File: src/rtl/bwram_pkg.sv
// Shared types for the byte-write RAM: write-mode selector, clear FSM states and index sizing.
package bwram_pkg;

    typedef enum logic [1:0] {
        READ_FIRST  = 2'd0,
        WRITE_FIRST = 2'd1,
        NO_CHANGE   = 2'd2
    } write_mode_e;

    typedef enum logic {
        ST_IDLE  = 1'b0,
        ST_CLEAR = 1'b1
    } clr_state_e;

    // Word-index width for a given depth, never below one bit.
    function automatic int unsigned idx_width(input int unsigned depth);
        return (depth > 1) ? $clog2(depth) : 1;
    endfunction

endpackage

File: src/rtl/bwram_clear_fsm.sv
// Clear sequencer: on a clr pulse walks every word address once, asserting a write strobe per cycle.
module bwram_clear_fsm
    import bwram_pkg::*;
#(
    parameter int unsigned DEPTH = 32,
    parameter int unsigned IW    = idx_width(DEPTH)
) (
    input  logic          clk,
    input  logic          rst_n,
    input  logic          clr,
    output logic          busy,
    output logic [IW-1:0] clr_addr,
    output logic          clr_we
);

    clr_state_e state;

    // busy tracks the CLEAR state exactly; clr is ignored while clearing.
    always_ff @(posedge clk or negedge rst_n) begin
        if (!rst_n) begin
            state    <= ST_IDLE;
            busy     <= 1'b0;
            clr_addr <= '0;
        end else begin
            case (state)
                ST_IDLE: begin
                    if (clr) begin
                        state    <= ST_CLEAR;
                        busy     <= 1'b1;
                        clr_addr <= '0;
                    end
                end
                ST_CLEAR: begin
                    if (clr_addr == IW'(DEPTH - 1)) begin
                        state    <= ST_IDLE;
                        busy     <= 1'b0;
                        clr_addr <= '0;
                    end else begin
                        clr_addr <= clr_addr + IW'(1);
                    end
                end
                default: begin
                    state <= ST_IDLE;
                    busy  <= 1'b0;
                end
            endcase
        end
    end

    assign clr_we = busy;

endmodule

File: src/rtl/bytewrite_ram_mode.sv
// Single-port byte-write RAM with selectable write mode and a sequenced array clear.
// Define BWRAM_OUTREG_EN to add one output register stage (read latency 2).
module bytewrite_ram_mode
    import bwram_pkg::*;
#(
    parameter int unsigned ADDR_WIDTH = 10,
    parameter int unsigned DEPTH      = 32,
    parameter int unsigned COL_WIDTH  = 8,
    parameter int unsigned NB_COL     = 4,
    parameter write_mode_e WRITE_MODE = READ_FIRST
) (
    input  logic                          clk,
    input  logic                          rst_n,
    input  logic                          en,
    input  logic [NB_COL-1:0]             we,
    input  logic [ADDR_WIDTH-1:0]         addr,
    input  logic [NB_COL*COL_WIDTH-1:0]   di,
    input  logic                          clr,
    output logic                          busy,
    output logic [NB_COL*COL_WIDTH-1:0]   dout,
    output logic                          dout_valid
);

    localparam int unsigned W  = NB_COL * COL_WIDTH;
    localparam int unsigned IW = idx_width(DEPTH);

    logic          clr_we;
    logic [IW-1:0] clr_addr;

    bwram_clear_fsm #(
        .DEPTH (DEPTH),
        .IW    (IW)
    ) u_clear_fsm (
        .clk      (clk),
        .rst_n    (rst_n),
        .clr      (clr),
        .busy     (busy),
        .clr_addr (clr_addr),
        .clr_we   (clr_we)
    );

    logic          accept_c;
    logic          in_range_c;
    logic [IW-1:0] idx_c;
    logic [W-1:0]  old_c;
    logic [W-1:0]  merged_c;

    // clr wins over a same-cycle access; the extra MSB keeps DEPTH == 2**ADDR_WIDTH representable.
    assign accept_c   = en & ~busy & ~clr;
    assign in_range_c = {1'b0, addr} < (ADDR_WIDTH + 1)'(DEPTH);
    assign idx_c      = addr[IW-1:0];

    for (genvar c = 0; c < int'(NB_COL); c++) begin : g_col
        logic [COL_WIDTH-1:0] mem [DEPTH];

        always_ff @(posedge clk) begin
            if (clr_we) begin
                mem[clr_addr] <= '0;
            end else if (accept_c && in_range_c && we[c]) begin
                mem[idx_c] <= di[c*COL_WIDTH +: COL_WIDTH];
            end
        end

        assign old_c[c*COL_WIDTH +: COL_WIDTH]    = in_range_c ? mem[idx_c] : '0;
        assign merged_c[c*COL_WIDTH +: COL_WIDTH] = !in_range_c ? '0 :
                                                    (we[c] ? di[c*COL_WIDTH +: COL_WIDTH] : mem[idx_c]);
    end

    logic         load_c;
    logic [W-1:0] load_data_c;

    // Mode decides what the read port captures and whether a write updates it at all.
    always_comb begin
        load_c      = accept_c;
        load_data_c = old_c;
        if (WRITE_MODE == WRITE_FIRST) begin
            load_data_c = merged_c;
        end else if (WRITE_MODE == NO_CHANGE) begin
            load_c = accept_c && (we == '0);
        end
    end

    logic [W-1:0] rd_q;
    logic         rd_valid_q;

    always_ff @(posedge clk or negedge rst_n) begin
        if (!rst_n) begin
            rd_q       <= '0;
            rd_valid_q <= 1'b0;
        end else begin
            rd_valid_q <= load_c;
            if (load_c) begin
                rd_q <= load_data_c;
            end
        end
    end

`ifdef BWRAM_OUTREG_EN
    logic [W-1:0] out_q;
    logic         out_valid_q;

    always_ff @(posedge clk or negedge rst_n) begin
        if (!rst_n) begin
            out_q       <= '0;
            out_valid_q <= 1'b0;
        end else begin
            out_q       <= rd_q;
            out_valid_q <= rd_valid_q;
        end
    end

    assign dout       = out_q;
    assign dout_valid = out_valid_q;
`else
    assign dout       = rd_q;
    assign dout_valid = rd_valid_q;
`endif

endmodule

File: config.mk
export PLATFORM = sky130hd
export DESIGN_NAME = bytewrite_ram_mode
export DESIGN_NICKNAME = d
export VERILOG_FILES = /design/src/rtl/bwram_pkg.sv /design/src/rtl/bwram_clear_fsm.sv /design/src/rtl/bytewrite_ram_mode.sv
export SDC_FILE = /design/constraint.sdc
export NUM_CORES = 1
export LEC_CHECK = 0
export CORE_ASPECT_RATIO = 1.25
export CORE_MARGIN = 2
export CORE_UTILIZATION = 41
export DETAILED_ROUTE_END_ITERATION = 10
export SLEW_MARGIN = 25
export SYNTH_ARGS = -nofsm -noshare
export SYNTH_HDL_FRONTEND = slang
export SYNTH_SLANG_ARGS = --single-unit
File: constraint.sdc
create_clock -name clk -period 8.15 [get_ports clk]
set_input_delay 1.63 -clock clk [delete_from_list [all_inputs] [get_ports clk]]
set_output_delay 1.63 -clock clk [all_outputs]
set_load 0.1 [all_outputs]
== Word-level counts from Yosys, hierarchy flattened ==
Memories as Yosys holds them, arrays and structs flattened.
Cells that the tools add are included.

* Word-level logic and storage cells: 68
* Memories kept: 4
* Bits in registers: 40
* Input bits: 50
* Memory bits (writable): 1024
* Output and inout bits: 34

* Add/sub/neg operators: 1
* Magnitude comparators: 1
* Bitwise operators: 5
* Reductions and logical operators: 10
* Eq/ne operators: 3
* Mux-type cells: 39

{| class="wikitable"
|+ Memories
! name !! words !! bits a word !! read ports !! clocked after Yosys merged registers in !! write ports !! RTL line !! RTL
|-
| g_col[0].mem || 32 || 8 || 1 || 0 || 1 || bytewrite_ram_mode.sv:54 || <nowiki>logic [COL_WIDTH-1:0] mem [DEPTH];</nowiki>
|-
| g_col[1].mem || 32 || 8 || 1 || 0 || 1 || bytewrite_ram_mode.sv:54 ||
|-
| g_col[2].mem || 32 || 8 || 1 || 0 || 1 || bytewrite_ram_mode.sv:54 ||
|-
| g_col[3].mem || 32 || 8 || 1 || 0 || 1 || bytewrite_ram_mode.sv:54 ||
|}

{| class="wikitable"
|+ Operators by type and width
! operator !! count
|-
| 2-to-1 mux 8 bit || 8
|-
| OR reduction 8 bit || 4
|-
| 2-to-1 mux 5 bit || 6
|-
| 2-to-1 mux 1 bit || 22
|-
| < comparator 10 x 6 -> 1 bit (second input constant) || 1
|-
| case mux 5 bit (2 select lines) || 1
|-
| adder 5 x 1 -> 5 bit (second input constant) || 1
|-
| == test 5 bit (second input constant) || 1
|-
| logical AND 1 bit || 5
|-
| != test 2 bit (second input constant) || 2
|-
| case mux 1 bit (2 select lines) || 2
|-
| inverter 1 bit || 3
|-
| bitwise AND 1 bit || 2
|-
| AND reduction 2 bit || 1
|}

== Depth between registers and ports, before layout ==
Gate-level depths: netlist of run 1.

* Depth in word-level cells: 10
* Mapped depth: 9
* Gate-level depth less buffers: 7

== Cells and area by module ==
From an unflattened synthesis of run 1, not the netlist that was laid out.

* Cells, all modules: 2317
* Area total of the unflattened synthesis: 42488.2 um2

{| class="wikitable"
|+ By module, submodules not included
! module !! seq. area each (um2) !! cells an instance !! instances !! area an instance (um2)
|-
| bytewrite_ram_mode || 31575.3 || 2285 || 1 || 42142.9
|-
| bwram_clear_fsm || 175.2 || 32 || 1 || 345.3
|}

== Least setup slack after synthesis of run 1 ==
No wires, ideal clock.

* Path kind: input-to-reg
* Start point: in addr[9]
* End point: mem g_col[2].mem[25][0], enable pin
* Path slack: 4.270 ns
* Data required time: 7.780 ns
* Setup time: 0.370 ns
* Stages on the path: 5
* Arrival: 3.510 ns
* Buffers on the path: 0
* Path through: nor4_4 nand4_4 mux2i_4 or3_2 nor2_1

* Longest elaborated chain between the ends: 8
* Elaborated cells on any way between the ends: 9
* Those cells by class: order compare (1); mux (5); reduce/logical (3)

{| class="wikitable"
|+ Ends and longest elaborated chain
! what !! RTL line !! RTL
|-
| start: declaration || bytewrite_ram_mode.sv:16 || <nowiki>input logic [ADDR_WIDTH-1:0] addr,</nowiki>
|-
| < comparator 10 x 6 -> 1 bit * || bytewrite_ram_mode.sv:50 || <nowiki>assign in_range_c = {1'b0, addr} < (ADDR_WIDTH + 1)'(DEPTH);</nowiki>
|-
| logical AND 1 bit * (2 in series) || bytewrite_ram_mode.sv:59 || <nowiki>end else if (accept_c && in_range_c && we[c]) begin</nowiki>
|-
| 2-to-1 mux 1 bit * || bytewrite_ram_mode.sv:59 ||
|-
| 2-to-1 mux 1 bit * || bytewrite_ram_mode.sv:57 || <nowiki>if (clr_we) begin</nowiki>
|-
| 2-to-1 mux 1 bit (implied by the code) * || bytewrite_ram_mode.sv:60 || <nowiki>mem[idx_c] <= di[c*COL_WIDTH +: COL_WIDTH];</nowiki>
|-
| OR reduction 8 bit (no line) || n/a ||
|-
| 2-to-1 mux 5 bit (no line) / 2-to-1 mux 1 bit (equally long branches) || n/a ||
|-
| end: declaration || bytewrite_ram_mode.sv:54 ||
|}

Mark *: on every way between the ends. The rest lies on a longest branch, timed or not.

== Worst setup path after layout of run 1 ==
* Start point: in clr
* End point: mem g_col[1].mem[27][3], enable pin

* Longest elaborated chain between the ends: 9
* Elaborated cells on any way between the ends: 10
* Those cells by class: mux (5); bitwise (2); reduce/logical (3)

{| class="wikitable"
|+ Ends and longest elaborated chain
! what !! RTL line !! RTL
|-
| start: declaration || bytewrite_ram_mode.sv:18 || <nowiki>input logic clr,</nowiki>
|-
| inverter 1 bit * || bytewrite_ram_mode.sv:49 || <nowiki>assign accept_c = en & ~busy & ~clr;</nowiki>
|-
| bitwise AND 1 bit * || bytewrite_ram_mode.sv:49 ||
|-
| named net accept_c || bytewrite_ram_mode.sv:42 || <nowiki>logic accept_c;</nowiki>
|-
| logical AND 1 bit * (2 in series) || bytewrite_ram_mode.sv:59 ||
|-
| 2-to-1 mux 1 bit * || bytewrite_ram_mode.sv:59 ||
|-
| 2-to-1 mux 1 bit * || bytewrite_ram_mode.sv:57 ||
|-
| 2-to-1 mux 1 bit (implied by the code) * || bytewrite_ram_mode.sv:60 ||
|-
| OR reduction 8 bit (no line) || n/a ||
|-
| 2-to-1 mux 5 bit (no line) / 2-to-1 mux 1 bit (equally long branches) || n/a ||
|-
| end: declaration || bytewrite_ram_mode.sv:54 ||
|}

The timed path passes the listed nets; every way through them passes the cells marked *.

==> results of run 1 <==
state kept, by name, summed over array words and instances, names as in the netlist:
register,cells
dout,32
dout_valid,1
g_col.mem,1024
u_clear_fsm.busy,1
u_clear_fsm.clr_addr,5
u_clear_fsm.state,1
worst reg2reg max path: cells and delay by family (launching register included):
family / cells / cell delay, ns
DFF: 1 / 0.50
AOI/OAI and AO/OA: 1 / 0.35
buffers and inverters: 2 / 0.86
and+or+nand+nor: 5 / 2.33
logic make-up (layout without fill, tap and decap cells):
| kind of cell | count (synthesis) | after routing | synth area share |
|---|---|---|---|
| AOI/OAI and AO/OA | 277 | 277 | 0.04491 |
| adders and majority gates | 2 | 2 | 0.0005917 |
| buffers and inverters | 143 | 317 | 0.01633 |
| DFF | 1064 | 1064 | 0.7508 |
| muxes | 473 | 473 | 0.1538 |
| other | 0 | 1 | 0 |
| and+or+nand+nor | 299 | 299 | 0.03352 |
Yosys cell counts, types with 4 or more instances:
cell type | n | area share
edfxtp_1 | 1024 | 0.73
mux2i_1 | 237 | 0.056
mux4_2 | 128 | 0.068
nor2_1 | 123 | 0.011
mux2_2 | 105 | 0.028
nand2_1 | 72 | 0.0064
a21oi_1 | 64 | 0.0076
a221oi_1 | 64 | 0.013
clkbuf_1 | 58 | 0.0051
buf_2 | 48 | 0.0057
dfrtp_1 | 40 | 0.024
and3_1 | 34 | 0.0050
o21ai_1 | 34 | 0.0040
a22o_1 | 33 | 0.0068
o22ai_1 | 33 | 0.0049
o211ai_1 | 32 | 0.0057
nand3_1 | 29 | 0.0034
buf_1 | 14 | 0.0012
buf_4 | 13 | 0.0023
nand2b_1 | 11 | 0.0016
nor2_2 | 9 | 0.0013
o21ai_0 | 9 | 0.0011
buf_6 | 6 | 0.0016
nand3b_1 | 4 | 0.00071
final timing paths:
path | to | slack (ns) | cells past startpoint
min in group asynchronous | dout[11]$_DFFE_PN0N_ | 1.12 | 2
worst min register to register | dout[10]$_DFFE_PN0N_ | 0.50 | 2
worst max register to register | g_col[1].mem[27][3]$_DFFE_PP_ | 3.73 | 8
worst max-delay path | g_col[1].mem[27][3]$_DFFE_PP_ | 2.82 | 9
worst min-delay path | dout[10]$_DFFE_PN0N_ | 0.50 | 2
max in group asynchronous | dout[24]$_DFFE_PN0N_ | 6.54 | 2
cells in the final DEF (no fill, tap or decap), types with 34 or more instances in the layout:
cell | netlist | final
nor2_1 | 123 | 123
mux2i_1 | 237 | 237
a221oi_1 | 64 | 64
mux4_2 | 128 | 128
dfrtp_1 | 40 | 40
nand2_1 | 72 | 72
o21ai_1 | 34 | 34
buf_4 | 13 | 44
a21oi_1 | 64 | 64
edfxtp_1 | 1024 | 1024
clkdlybuf4s50_1 | 0 | 76
mux2_2 | 105 | 105
clkbuf_16 | 0 | 103
where the power goes:
part           switching, mW  total (mW)  internal (mW)
logic                   1.03        1.44          0.416
registers              0.172        6.68           6.50
clock network           1.95        4.82           2.86
total                   3.16        12.9           9.78
layer usage:
layer  part of all wire  wire, µm
met5                  0         0
met4              0.030      2850
met3              0.052      4919
met2               0.51     48890
met1               0.40     38410
layout make-up:
class	instances	area (µm²)
fillers	8439	54190
flip-flops and latches	1064	31750
multi-input cells	1051	9873
clock buffers	122	2669
well taps	1330	1664
repair buffers	129	1205
clock inverters	62	743.2
inverters	4	15.01
diodes	1	2.502
stage by stage:
stage	utilization	power, mW	worst slack [ns]	hold slack, ns	cells
global placement	0.4355	8.179	2.232	0.5147	3577
detailed placement	0.4356	8.241	2.121	0.5036	3577
global route	0.4693	13.37	2.576	0.5439	3763
floorplan	-	7.701	4.270	0.5141	2258
CTS	0.4690	13.02	2.811	0.5172	3761
finish	0.4693	12.94	2.816	0.4966	3763
==> run metrics, run 1 <==
Die H 363.1 µm; Setup Crit Path Kind in2reg; outcome completed; met1 GRT Util 0.2270; WL final around 95,000 µm; crit-path cells clkdlybuf4s50_1 > nor2_1 > nand2_2 > inv_2 > and3_2 > buf_4 > nand3_1 > a21o_1 > nor2_1; Worst setup EP type register; Yosys cell types 42; Lkg Pwr 15.53 nW; initial antenna violation count 2; most used cell, CP nor2_1; Initial Util 0.4141; Buffers & Inverters on Critical Path 3; met3 usage 0.02463; final setup TNS 0 ns; Crit path required time 8.43 ns; Residual DRC 0; hpwl dp 59,660 µm; slew at the pin closest to its max-slew limit 1.010 ns; Iteration-0 DRC Markers between 1,500 and 2,000; clk sink count roughly 1,100; pwr dens 270.0 nW/µm²; Cell Rows around 130; routed vias 21,009; Area growth syn-to-layout 13.32%; Tot GR Track Use 0.1795; critical path's top delay family simple AND/OR/NAND/NOR gates; register area share after synthesis 0.7508; NumNets Final 2,399; Final Slew Violations 0; worst-path maximum fanout 33; Worst Path Arrival 5.61 ns; first-pass GRT wire length 141,200 µm; GRT overflow 0; share of layout cells above drive strength 1 0.1941; GRT Max-Usage Layer met2; Final Hold Vio Count 0; largest net degree at the start of global routing 110; syn nets 2,310; clock buffer depth 3; Post-DRT Antenna Nets 0; die area 105,700 µm²; PortBufs 83; worst min-delay path startpoint dout[10]$_DFFE_PN0N_; number of synthesized flops with an enable pin roughly 1,000; Worst VDD drop 0.0001437 V; clock buffer count from CTS 97; asr flop ratio synth 0.03759; Worst Hold Class reg2reg; Placement Cell Area 44,480 µm²; DR WL/cell between 20 and 30 µm; CTS tree yes; Post-Synthesis Cells 2,258; vias in the first global route between 20,000 and 25,000; CP peak stage delay ~0.7 ns; core area 102,100 µm²; final period utilization 0.6544; final setup fails 0; routability congestion estimate 0.8220; Avg Inst Size Synth 18.73 µm²; synthesized area approximately 42,000 µm²; crit path launch clr; met2 Usage GRT 0.3157; I/O pins 84; design area 47,920 µm²; CTS H-Tree Depth 3; Via-to-Cell Ratio around 5.6; Die X 291.3 µm; CP max stage cell and3_2; max-cap violation count 0; FF+latch count, synth ~1,100; fmax 187.5 MHz; Critical Path Start Type primary input; synth warn 0; min Tclk post-route 5.334 ns; PostCTS Resize Cnt 0; CTS root buf clkbuf_16; Final Skew between 0.02 and 0.025 ns; DRT Pass-1 Iters 5; r2r startpoint u_clear_fsm.busy$_DFFE_PN0P_; clock input transition at the sequential cells of the worst setup and hold paths 0.06 ns; most common flop cell mapped by yosys edfxtp_1; clk_lat worst skew between 0.6 and 0.7 ns; post-CTS setup buffer count 0; RSZ-0062 raised after global routing no; cts hold-fix bufs 0; Rel. slew slack 0.3242
(Power assumes the default switching activity.)
==> run 2, diff against run 1 <==
==> constraint.sdc (replaced) <==
create_clock -name clk -period 4.6 [get_ports clk]
set_input_delay 0.92 -clock clk [delete_from_list [all_inputs] [get_ports clk]]
set_output_delay 0.92 -clock clk [all_outputs]
set_load 0.1 [all_outputs]
==> run metrics, run 2 (same netlist as run 1, synthesis figures left out) <==
Rel. slew slack 0.2968 (-0.02740); CTS H-Tree Depth 3 (unchanged); cts hold-fix bufs 0 (unchanged); largest register by flop count g_col.mem; DRT Pass-1 Iters 6 (+1); Crit path required time 3.68 ns (-4.75 ns); clk sink count 1,064 (unchanged); Iteration-0 DRC Markers 2,088 (+26%); Residual DRC 0 (unchanged); Worst Hold Class in2async; commonest non-fill, non-tap cell in the layout edfxtp_1; placed insts 3,683 (+3.0%); largest net degree at the start of global routing 70 (-36%); Worst setup EP type output pin; pwr dens 474.2 nW/µm² (+76%); first-pass GRT wire length 146,400 µm (+3.6%); Cell Rows 131 (unchanged); DR WL/cell 25.42 µm (+0.60%); filler cell count 8,393 (-0.55%); Worst Path Arrival 2.54 ns (-3.07 ns); Tot GR Track Use 0.1863 (+0.006849); design area 48,800 µm² (+1.8%); Critical Path Start Type register; final period utilization 0.7527; max-cap violation count 0 (unchanged); Area growth syn-to-layout 15.40%; GRT overflow 0 (unchanged); CTS tree yes; NumNets Final 2,508 (+4.5%); WL final 98,440 µm (+3.5%); RSZ-0062 raised after global routing no; power consumption 23.14 mW (+79%); Gate power share 0.115 (+0.003); final setup fails 0 (unchanged); commonest cells after routing, fill and taps aside 1,024 x edfxtp_1, 237 x mux2i_1, 146 x buf_4; PostCTS Resize Cnt 0 (unchanged); max FFs per register 1,024 (unchanged); clock input transition at the sequential cells of the worst setup and hold paths 0.06 ns (about the same); hpwl dp 61,800 µm (+3.6%); final setup TNS 0 ns (unchanged); Die X 291.3 µm (unchanged); min Tclk post-route 3.462 ns; Finished Layout Cells 3,873 (+2.9%); Setup WS pre-CTS 0.5566 ns (-1.564 ns); Initial Util 0.4141 (unchanged); final worst slack 1.138 ns (-1.679 ns); switch share 0.2438 (about the same); CTS root buf clkbuf_16; Via-to-Cell Ratio 5.499 (-1.5%); fmax between 200 and 300 MHz; Worst VDD drop 0.0003908 V (+170%); die area 105,700 µm² (unchanged); crit-path cells clkdlybuf4s50_1; I/O pins 84 (unchanged); Final Skew 0.02149 ns (+0.0005688 ns); CP peak stage delay 1.28 ns (+0.58 ns); Setup Crit Path Kind reg2out; outcome completed; initial antenna violation count 2 (unchanged); routed vias 21,297 (+1.4%); PortBufs 83 (unchanged); vias in the first global route 22,083 (+0.22%); worst-path maximum fanout 8 (-76%); Lkg Pwr 16.14 nW (+3.9%); clk_lat worst skew 0.67 ns (+0.02 ns); final hold slack 0.3959 ns (-0.1007 ns); Reg power frac 0.512 (-0.004); Die H 363.1 µm (unchanged); P_int 17.50 mW (+79%); CP max stage cell clkdlybuf4s50_1; share of layout cells above drive strength 1 0.2275 (+0.03339); Psw 5.641 mW (+79%); clock buffer depth 3 (unchanged); Post-DRT Antenna Nets 0 (unchanged); Final Hold Vio Count 0 (unchanged); Placement Cell Area 45,330 µm² (+1.9%); post-CTS setup buffer count 0 (unchanged); routability congestion estimate 0.8364 (+1.8%); Final Slew Violations 0 (unchanged); core area 102,100 µm² (unchanged); critical path's top delay family buffers and inverters; Buffers & Inverters on Critical Path 1 (-2); clock buffer count from CTS 101 (+4.1%); slew at the pin closest to its max-slew limit 1.051 ns (+0.04097 ns); clock share of power 0.373 (about the same); Final Util 0.4779 (+0.008614)
==> run 2: cell type report <==
type	instances	area, µm²	area share
tap	1330	1664	0.03410
timing repair buffer	234	2043	0.04187
inverter	4	15.01	0.0003077
clock buffer	125	2733	0.05599
clock inverter	63	729.5	0.01495
sequential	1064	31750	0.6506
antenna	2	5.005	0.0001026
multi-input combinational	1051	9862	0.2021
==> run 2: path summary, 6_finish.rpt <==
kind | start | slack [ns] | cells after the start | end
max | u_clear_fsm.busy$_DFFE_PN0P_ | 1.14 | 1 | busy
min | rst_n | 0.40 | 2 | dout[14]$_DFFE_PN0N_
max reg2reg | u_clear_fsm.busy$_DFFE_PN0P_ | 1.40 | 7 | g_col[0].mem[14][2]$_DFFE_PP_
min reg2reg | dout[16]$_DFFE_PN0N_ | 0.50 | 2 | dout[16]$_DFFE_PN0N_
max in group asynchronous | rst_n | 3.70 | 2 | dout[30]$_DFFE_PN0N_
min in group clk | dout[16]$_DFFE_PN0N_ | 0.50 | 2 | dout[16]$_DFFE_PN0N_
==> run 2: metal layers <==
metal,global-route usage,routed length (µm)
met1,0.2445,41370
met2,0.3177,49590
met3,0.02897,4779
met4,0.06228,2704
met5,0,0
==> run 2: power by group through the flow <==
stage | Clock (mW) | Sequential, mW | Combinational [mW]
global route | 9.18 | 11.9 | 2.87
floorplan | 0 | 11.9 | 1.71
finish | 8.64 | 11.8 | 2.66
global placement | 0 | 12.0 | 2.62
detailed placement | 0 | 12.1 | 2.68
CTS | 8.79 | 11.8 | 2.69
==> run 3, diff against run 2 <==
==> constraint.sdc (replaced) <==
create_clock -name clk -period 3.3 [get_ports clk]
set_input_delay 0.66 -clock clk [delete_from_list [all_inputs] [get_ports clk]]
set_output_delay 0.66 -clock clk [all_outputs]
set_load 0.1 [all_outputs]
==> run metrics, run 3 (same netlist as run 1, synthesis figures left out) <==
clock buffer count from CTS 99 (-2.0%); RSZ-0062 raised after global routing no; Critical Path Start Type primary input; Worst setup EP type register; design area 50,050 µm² (+2.6%); max-cap violation count 0 (unchanged); Final Skew 0.02027 ns (-0.001211 ns); cts hold-fix bufs 1 (+1); Worst Hold Class in2async; Area growth syn-to-layout 18.35%; final hold slack 0.3874 ns (-0.008493 ns); Setup Crit Path Kind in2reg; Die H 363.1 µm (unchanged); max FFs per register 1,024 (unchanged); vias in the first global route 22,737 (+3.0%); clock input transition at the sequential cells of the worst setup and hold paths 0.06 ns (about the same); Post-DRT Antenna Nets 0 (unchanged); worst-path maximum fanout 8 (unchanged); NumNets Final 2,624 (+4.6%); Crit path required time 3.58 ns (-0.10 ns); commonest cells after routing, fill and taps aside 1,024 x edfxtp_1, 255 x buf_4, 237 x mux2i_1; share of layout cells above drive strength 1 0.2760 (+0.04855); largest register by flop count g_col.mem; DRT Pass-1 Iters 5 (-1); pwr dens 651.1 nW/µm² (+37%); fmax roughly 350 MHz; Die X 291.3 µm (unchanged); RR Endpoint g_col[2].mem[30][4]$_DFFE_PP_; clk_lat worst skew 0.66 ns (about the same); final setup fails 0 (unchanged); power consumption 32.59 mW (+41%); Final Slew Violations 0 (unchanged); crit path launch clr; PostCTS Resize Cnt 0 (unchanged); DR WL/cell 24.88 µm (-2.1%); post-CTS setup buffer count 0 (unchanged); routed vias 21,807 (+2.4%); Worst VDD drop 0.0004069 V (+4.1%); reg2reg path depth 7 (unchanged); slew at the pin closest to its max-slew limit 1.004 ns (-0.04697 ns); Tot GR Track Use 0.1866 (+0.0003224); clock buffer depth 3 (unchanged); routability congestion estimate 0.8439 (+0.90%); outcome completed; CTS H-Tree Depth 3 (unchanged); r2r startpoint u_clear_fsm.busy$_DFFE_PN0P_; Cell Rows 131 (unchanged); Worst Setup EP g_col[2].mem[30][4]$_DFFE_PP_; die area 105,700 µm² (unchanged); largest net degree at the start of global routing 66 (-5.7%); Final Hold Vio Count 0 (unchanged); core area 102,100 µm² (unchanged); hpwl dp 63,640 µm (+3.0%); I/O pins 84 (unchanged); Placement Cell Area 46,640 µm² (+2.9%); GRT overflow 0 (unchanged); PortBufs 83 (unchanged); initial antenna violation count 3 (+1); WL final 99,090 µm (+0.67%); Worst Path Arrival 3.13 ns (+0.59 ns); Iteration-0 DRC Markers 1,730 (-17%); Residual DRC 0 (unchanged); CTS root buf clkbuf_16; clk sink count 1,064 (unchanged); CTS tree yes; R2R setup slack 0.66 ns (-0.74 ns); Via-to-Cell Ratio 5.475 (-0.43%); commonest non-fill, non-tap cell in the layout edfxtp_1; min Tclk post-route 2.855 ns; Rel. slew slack 0.3273 (+0.03048); first-pass GRT wire length 146,600 µm (+0.13%); Lkg Pwr 16.88 nW (+4.6%); Initial Util 0.4141 (unchanged); final period utilization 0.8650
[run 3: cell types whose count changed in the layout (fill, tap and decap cells not counted), moves of 2 or more]
cell             previous run  this run
clkbuf_1                   17         8
buf_4                     146       255
clkbuf_16                 105       103
clkbuf_8                    3         6
buf_12                      7        48
inv_6                       0         2
clkinv_2                   26        22
clkinvlp_4                  8        14
clkdlybuf4s50_1            77        43
bufinv_16                  16        14
[run 3: layout make-up]
class,count,area [µm²]
sequential,1064,31750
multi-input combinational,1051,9862
antenna,1,2.502
clock inverter,64,708.2
clock buffer,117,2690
tap,1330,1664
timing repair buffer,352,3357
fill,8277,52060
inverter,4,15.01
[run 3: report_power, final]
| part | total (mW) | internal (mW) | switching [mW] |
|---|---|---|---|
| clock network | 11.8 | 6.92 | 4.87 |
| registers | 16.4 | 16.0 | 0.396 |
| logic | 4.36 | 1.68 | 2.68 |
| total | 32.6 | 24.6 | 7.95 |
[run 3: worst min path at each step]
stage	end	startpoint
after floorplan	dout[0]$_DFFE_PN0N_	rst_n
after global placement	dout[8]$_DFFE_PN0N_	dout[8]$_DFFE_PN0N_
after detailed placement	dout[9]$_DFFE_PN0N_	dout[9]$_DFFE_PN0N_
after CTS	dout[11]$_DFFE_PN0N_	rst_n
after global routing	dout[12]$_DFFE_PN0N_	rst_n
final	dout[11]$_DFFE_PN0N_	rst_n
[run 3: metal layers]
metal / vias up / global-route usage / wire, µm
li1: 9740 / - / -
met1: 11249 / 0.2434 / 41340
met2: 657 / 0.3231 / 49900
met3: 159 / 0.02396 / 5104
met4: 2 / 0.06370 / 2735
met5: - / 0 / 13
[run 3: per-stage QoR]
step	cells	setup TNS, ns	utilization	setup slack, ns
global placement	3800	-51.52	0.4567	-0.2230
floorplan	2258	0	-	0.2179
detailed placement	3800	-58.79	0.4567	-0.2773
global route	3983	0	0.4901	0.2862
CTS	3982	0	0.4901	0.4182
finish	3983	0	0.4901	0.4454
[run 3: critical path, stage by stage]
cell	delay [ns]
clkdlybuf4s50_1	0.54
nor2_1	0.21
nand2_2	0.08
inv_2	0.11
nand4_4	0.22
mux2i_4	0.31
or3b_4	0.41
nor2_1	0.57
